`src/rtl/uart_tx_fifo.sv`:
```
// Circular byte FIFO feeding a UART transmitter through a three-state launch sequencer.
// Write-to-tx_start is 2 clk minimum; writes while full are dropped and flagged sticky in overflow.
module uart_tx_fifo #(
  parameter int ADDR_W = 4
) (
  input  logic              clk,
  input  logic              reset,
  input  logic [7:0]        wr_data,
  input  logic              wr_en,
  output logic              full,
  output logic              empty,
  output logic [ADDR_W:0]   level,
  output logic              overflow,
  input  logic              ovf_clr,
  output logic [7:0]        tx_input,
  output logic              tx_start,
  input  logic              tx_ready,
  input  logic              tx_sending
);

  localparam int DEPTH = 1 << ADDR_W;
  localparam logic [ADDR_W:0] LVL_FULL = (ADDR_W+1)'(DEPTH);

  typedef enum logic [1:0] {
    IDLE = 2'd0,
    REQ  = 2'd1,
    WAIT = 2'd2
  } state_t;

  state_t              state_q, state_d;
  logic [7:0]          mem_q [DEPTH];
  logic [ADDR_W-1:0]   wr_ptr_q, rd_ptr_q;
  logic [ADDR_W:0]     level_q, level_d;
  logic                full_q, empty_q;
  logic                ovf_q, ovf_d;
  logic                start_q, start_d;
  logic [7:0]          tx_dat_q, tx_dat_d;
  logic                push, drop, pop;

  assign push  = wr_en & ~full_q;
  assign drop  = wr_en & full_q;
  assign ovf_d = drop | (ovf_q & ~ovf_clr);

  // tx_input is only reloaded on IDLE->REQ so the transmitter sees a stable byte until it starts.
  always_comb begin
    state_d  = state_q;
    start_d  = 1'b0;
    tx_dat_d = tx_dat_q;
    pop      = 1'b0;
    case (state_q)
      IDLE: begin
        if (!empty_q && tx_ready && !tx_sending) begin
          tx_dat_d = mem_q[rd_ptr_q];
          start_d  = 1'b1;
          state_d  = REQ;
        end
      end
      REQ: begin
        start_d = 1'b1;
        if (tx_sending) begin
          start_d = 1'b0;
          pop     = 1'b1;
          state_d = WAIT;
        end
      end
      WAIT: begin
        if (tx_ready && !tx_sending) state_d = IDLE;
      end
      default: state_d = IDLE;
    endcase
  end

  always_comb begin
    level_d = level_q;
    if (push && !pop)      level_d = level_q + 1'b1;
    else if (!push && pop) level_d = level_q - 1'b1;
  end

  always_ff @(posedge clk) begin
    if (!reset) begin
      state_q  <= IDLE;
      wr_ptr_q <= '0;
      rd_ptr_q <= '0;
      level_q  <= '0;
      full_q   <= 1'b0;
      empty_q  <= 1'b1;
      ovf_q    <= 1'b0;
      start_q  <= 1'b0;
      tx_dat_q <= 8'h00;
    end else begin
      state_q  <= state_d;
      level_q  <= level_d;
      full_q   <= (level_d == LVL_FULL);
      empty_q  <= (level_d == '0);
      ovf_q    <= ovf_d;
      start_q  <= start_d;
      tx_dat_q <= tx_dat_d;
      if (push) wr_ptr_q <= wr_ptr_q + 1'b1;
      if (pop)  rd_ptr_q <= rd_ptr_q + 1'b1;
    end
  end

  // Storage needs no reset: pointers and level alone define which entries are valid.
  always_ff @(posedge clk) begin
    if (reset && push) mem_q[wr_ptr_q] <= wr_data;
  end

  assign full     = full_q;
  assign empty    = empty_q;
  assign level    = level_q;
  assign overflow = ovf_q;
  assign tx_input = tx_dat_q;
  assign tx_start = start_q;

endmodule
```
`config.mk`:
```
export PLATFORM = sky130hd
export DESIGN_NAME = uart_tx_fifo
export DESIGN_NICKNAME = d
export VERILOG_FILES = /design/src/rtl/uart_tx_fifo.sv
export SDC_FILE = /design/constraint.sdc
export NUM_CORES = 1
export LEC_CHECK = 0
export CORE_MARGIN = 8
export CORE_UTILIZATION = 53
export CTS_CLUSTER_SIZE = 40
export DETAILED_ROUTE_END_ITERATION = 12
export PLACE_DENSITY = 0.79
export SETUP_SLACK_MARGIN = 0.02
export SLEW_MARGIN = 20
export SYNTH_ARGS = -nofsm -noshare
export SYNTH_HDL_FRONTEND = slang
export SYNTH_SLANG_ARGS = --single-unit
```
`constraint.sdc`:
```
create_clock -name clk -period 1.9 [get_ports clk]
set_clock_uncertainty 0.1 [all_clocks]
set_input_delay 0.38 -clock clk [delete_from_list [all_inputs] [get_ports clk]]
set_output_delay 0.38 -clock clk [all_outputs]
set_load 0.005 [all_outputs]
```
==> reports/metrics.csv <==
metric,value,unit
crit_slowest_cell,mux4_2,
critical_path_class,reg2reg,
cts_inserted_buffers,17,
clk_pin_slew,0.06,ns
worst_pin_slew,0.6392,ns
grt_pass1_vias,3470,
dp_slack,-0.2782,ns
clock_path_buffers,2,
min_period,1.849,ns
antenna_found_initial,0,
gp_congestion,0.8335,
hold_buffers,0,
wl_per_cell,21.21,microns
dpl.hpwl,8.097,mm
holdPathEnd,tx_input[2]$_SDFFE_PN0P_,
timing.rr.end,tx_input[3]$_SDFFE_PN0P_,
avgViaCountPerCell,5.756,
syn_area_per_cell,17.87,sq um
fin_crit_sh,97.30,%
areaGrowthSynthToFinish,22.97,%
critPathLaunchType,register,
layout_common_cells,"128 x edfxtp_1, 42 x buf_4, 32 x mux4_2",
synth_nets,363,
htree_levels,4,
rsz0062_at_grt,true,
dominantRegCellSynth,edfxtp_1,
holdPathStages,1,
gr-total-overflow,0,
worstPathRequired,2.08,ns
outcome,"finished, final reports clean",
dieArea,15230,sq um
crit_chain,buf_12 -> mux4_2 -> mux2i_1 -> o221ai_1,
crit_path_end_kind,register,
syn_inst,342,
routed_wl,12.32,mm
rrSetupSlack,0.05,ns
die_x,123.4,microns
grt_max_degree,36,
grt_usage,17.56,%
slew_viol_final,0,
reg2reg_depth,4,
ioPinCount,31,
row_count,39,
design.core.area,11320,sq um
cp_max_fo,8,
leakagePower,2.530,nW
min_from,tx_input[2]$_SDFFE_PN0P_,
grt_pass1_wl,19.03,mm
cts-root-buf,clkbuf_16,
yosysWarnings,0,
slowest_delay,0.50,ns
min_path_type,reg2reg,
port_buffers,30,
async_reset_ff_share,0,%
cts_tree,done,
ys_ff_latch,155,
postRouteAntennaNets,0,
synth_cell_types,40,
drive_gt1_share,28.08,%
yosysSeqAreaShare,71.73,%
final_common_cell,edfxtp_1,
synth-edff-count,128,
fin_util,66.39,%
post-route-drc-count,0,
fin_nets,446,
reg2reg_from,rd_ptr_q[0]$_SDFFE_PN0P_,
report.final.hold_viol_count,0,
vias,3344,
power_density,978.7,nW/um^2
syn_area,6112,sq um
diodes,0,
worst_slack,0.05122,ns
cts.sinks,155,
ir_drop,747.4,uV
insertion_delay,0.42,ns
max_cap_violations,0,
start_util,53.99,%
first_pass_iters,4,
dieHeight,123.4,microns
timing.fmax,540.9,MHz
maxSlewHeadroom,57.25,%
setup_viol,0,
drt_iter0_drc,272,
crit_arrival,2.03,ns
## worst max-delay path: cells and delay by family (launching register included)
| kind | cells | cell delay [ns] |
|---|---|---|
| flops | 1 | 0.43 |
| compound gates | 1 | 0.18 |
| buf+inv | 1 | 0.16 |
| mux | 2 | 0.83 |
## worst max-delay path by stage
stage	start	end	slack (ns)	cells after the start
after floorplan	reset	mem_q[1][0]$_DFFE_PP_	-0.06	4
after global placement	wr_en	mem_q[13][6]$_DFFE_PP_	-0.24	6
after detailed placement	tx_sending	full$_SDFF_PN0_	-0.28	6
after CTS	rd_ptr_q[0]$_SDFFE_PN0P_	tx_input[1]$_SDFFE_PN0P_	0.03	5
after global routing	rd_ptr_q[0]$_SDFFE_PN0P_	tx_input[1]$_SDFFE_PN0P_	0.006	5
final	rd_ptr_q[0]$_SDFFE_PN0P_	tx_input[3]$_SDFFE_PN0P_	0.05	4
## through the flow
stage	area [sq um]	setup TNS (ns)	std cells	power, W	hold WS (ns)
after floorplan	6112	-1.936	342	0.004009	0.3509
after global placement	6897	-25.88	547	0.004210	0.3331
after detailed placement	6897	-26.46	547	0.004224	0.3512
after CTS	7470	0	579	0.007396	0.3662
after global routing	7516	0	581	0.007576	0.3867
final	7516	0	581	0.007356	0.3575
## synthesized netlist by cell type (2+ instances only)
library cell	n	share of area, %
nand4_1	3	0.31
nor4_1	2	0.20
ha_1	7	1.4
edfxtp_1	128	63
xor2_1	6	0.86
buf_2	7	0.57
dfxtp_1	27	8.8
clkbuf_1	2	0.12
nand2b_1	2	0.20
mux4_2	32	12
and2_1	2	0.20
and3b_1	2	0.29
mux2i_1	16	2.6
nor3_1	2	0.16
buf_6	3	0.55
o22ai_1	6	0.61
nand3b_1	3	0.37
a21o_1	4	0.49
nand3_1	6	0.49
inv_1	6	0.37
buf_4	2	0.25
xnor2_1	3	0.43
o221ai_1	4	0.57
nor2_1	27	1.7
nand2_1	17	1.0
a21oi_1	8	0.66
or3_1	2	0.20
## final cells by class
class                           count  area (sq um)
Sequential cell                   155          4390
Timing Repair Buffer               78         719.4
Multi-Input combinational cell    166          1635
Inverter                            7         26.28
Fill cell                         729          3805
Clock inverter                     15         140.1
Tap cell                          143         178.9
Clock buffer                       17         425.4
## flip-flops by register name, indices dropped and copies added (netlist names)
name,count
tx_start,1
overflow,1
tx_input,8
full,1
mem_q,128
rd_ptr_q,4
state_q,2
level,5
empty,1
wr_ptr_q,4
## cell families (layout without fill, tap and decap cells)
family | count (synthesis) | in the layout | synth area share, %
flops | 155 | 155 | 71.73
simple gates | 74 | 74 | 6.203
mux | 48 | 48 | 14.41
compound gates | 28 | 28 | 3.009
buf+inv | 21 | 117 | 1.924
xor+xnor | 9 | 9 | 1.290
fa+ha+maj | 7 | 7 | 1.433
## layer usage
| layer | track usage [%] | up-vias | share of wire (%) |
|---|---|---|---|
| met2 | 29.77 | 106 | 53 |
| met4 | 8.653 | 0 | 2.2 |
| met1 | 20.71 | 1690 | 40 |
| li1 | - | 1522 | - |
| met3 | 4.110 | 26 | 5.0 |
| met5 | 0 | - | 0 |
## report_power, final
part | switching, W | internal, W
Combinational | 0.000210 | 0.000208
Sequential | 0.0000305 | 0.00372
Clock | 0.00136 | 0.00182
Total | 0.00160 | 0.00575
## what timing repair did
item                       CTS  global route
setup buffers                0             2
resized for setup            5             7
setup endpoints to repair   10             6
gates cloned                 0             0
pin swaps                    0             1
Power figures use the tool's default switching activity.
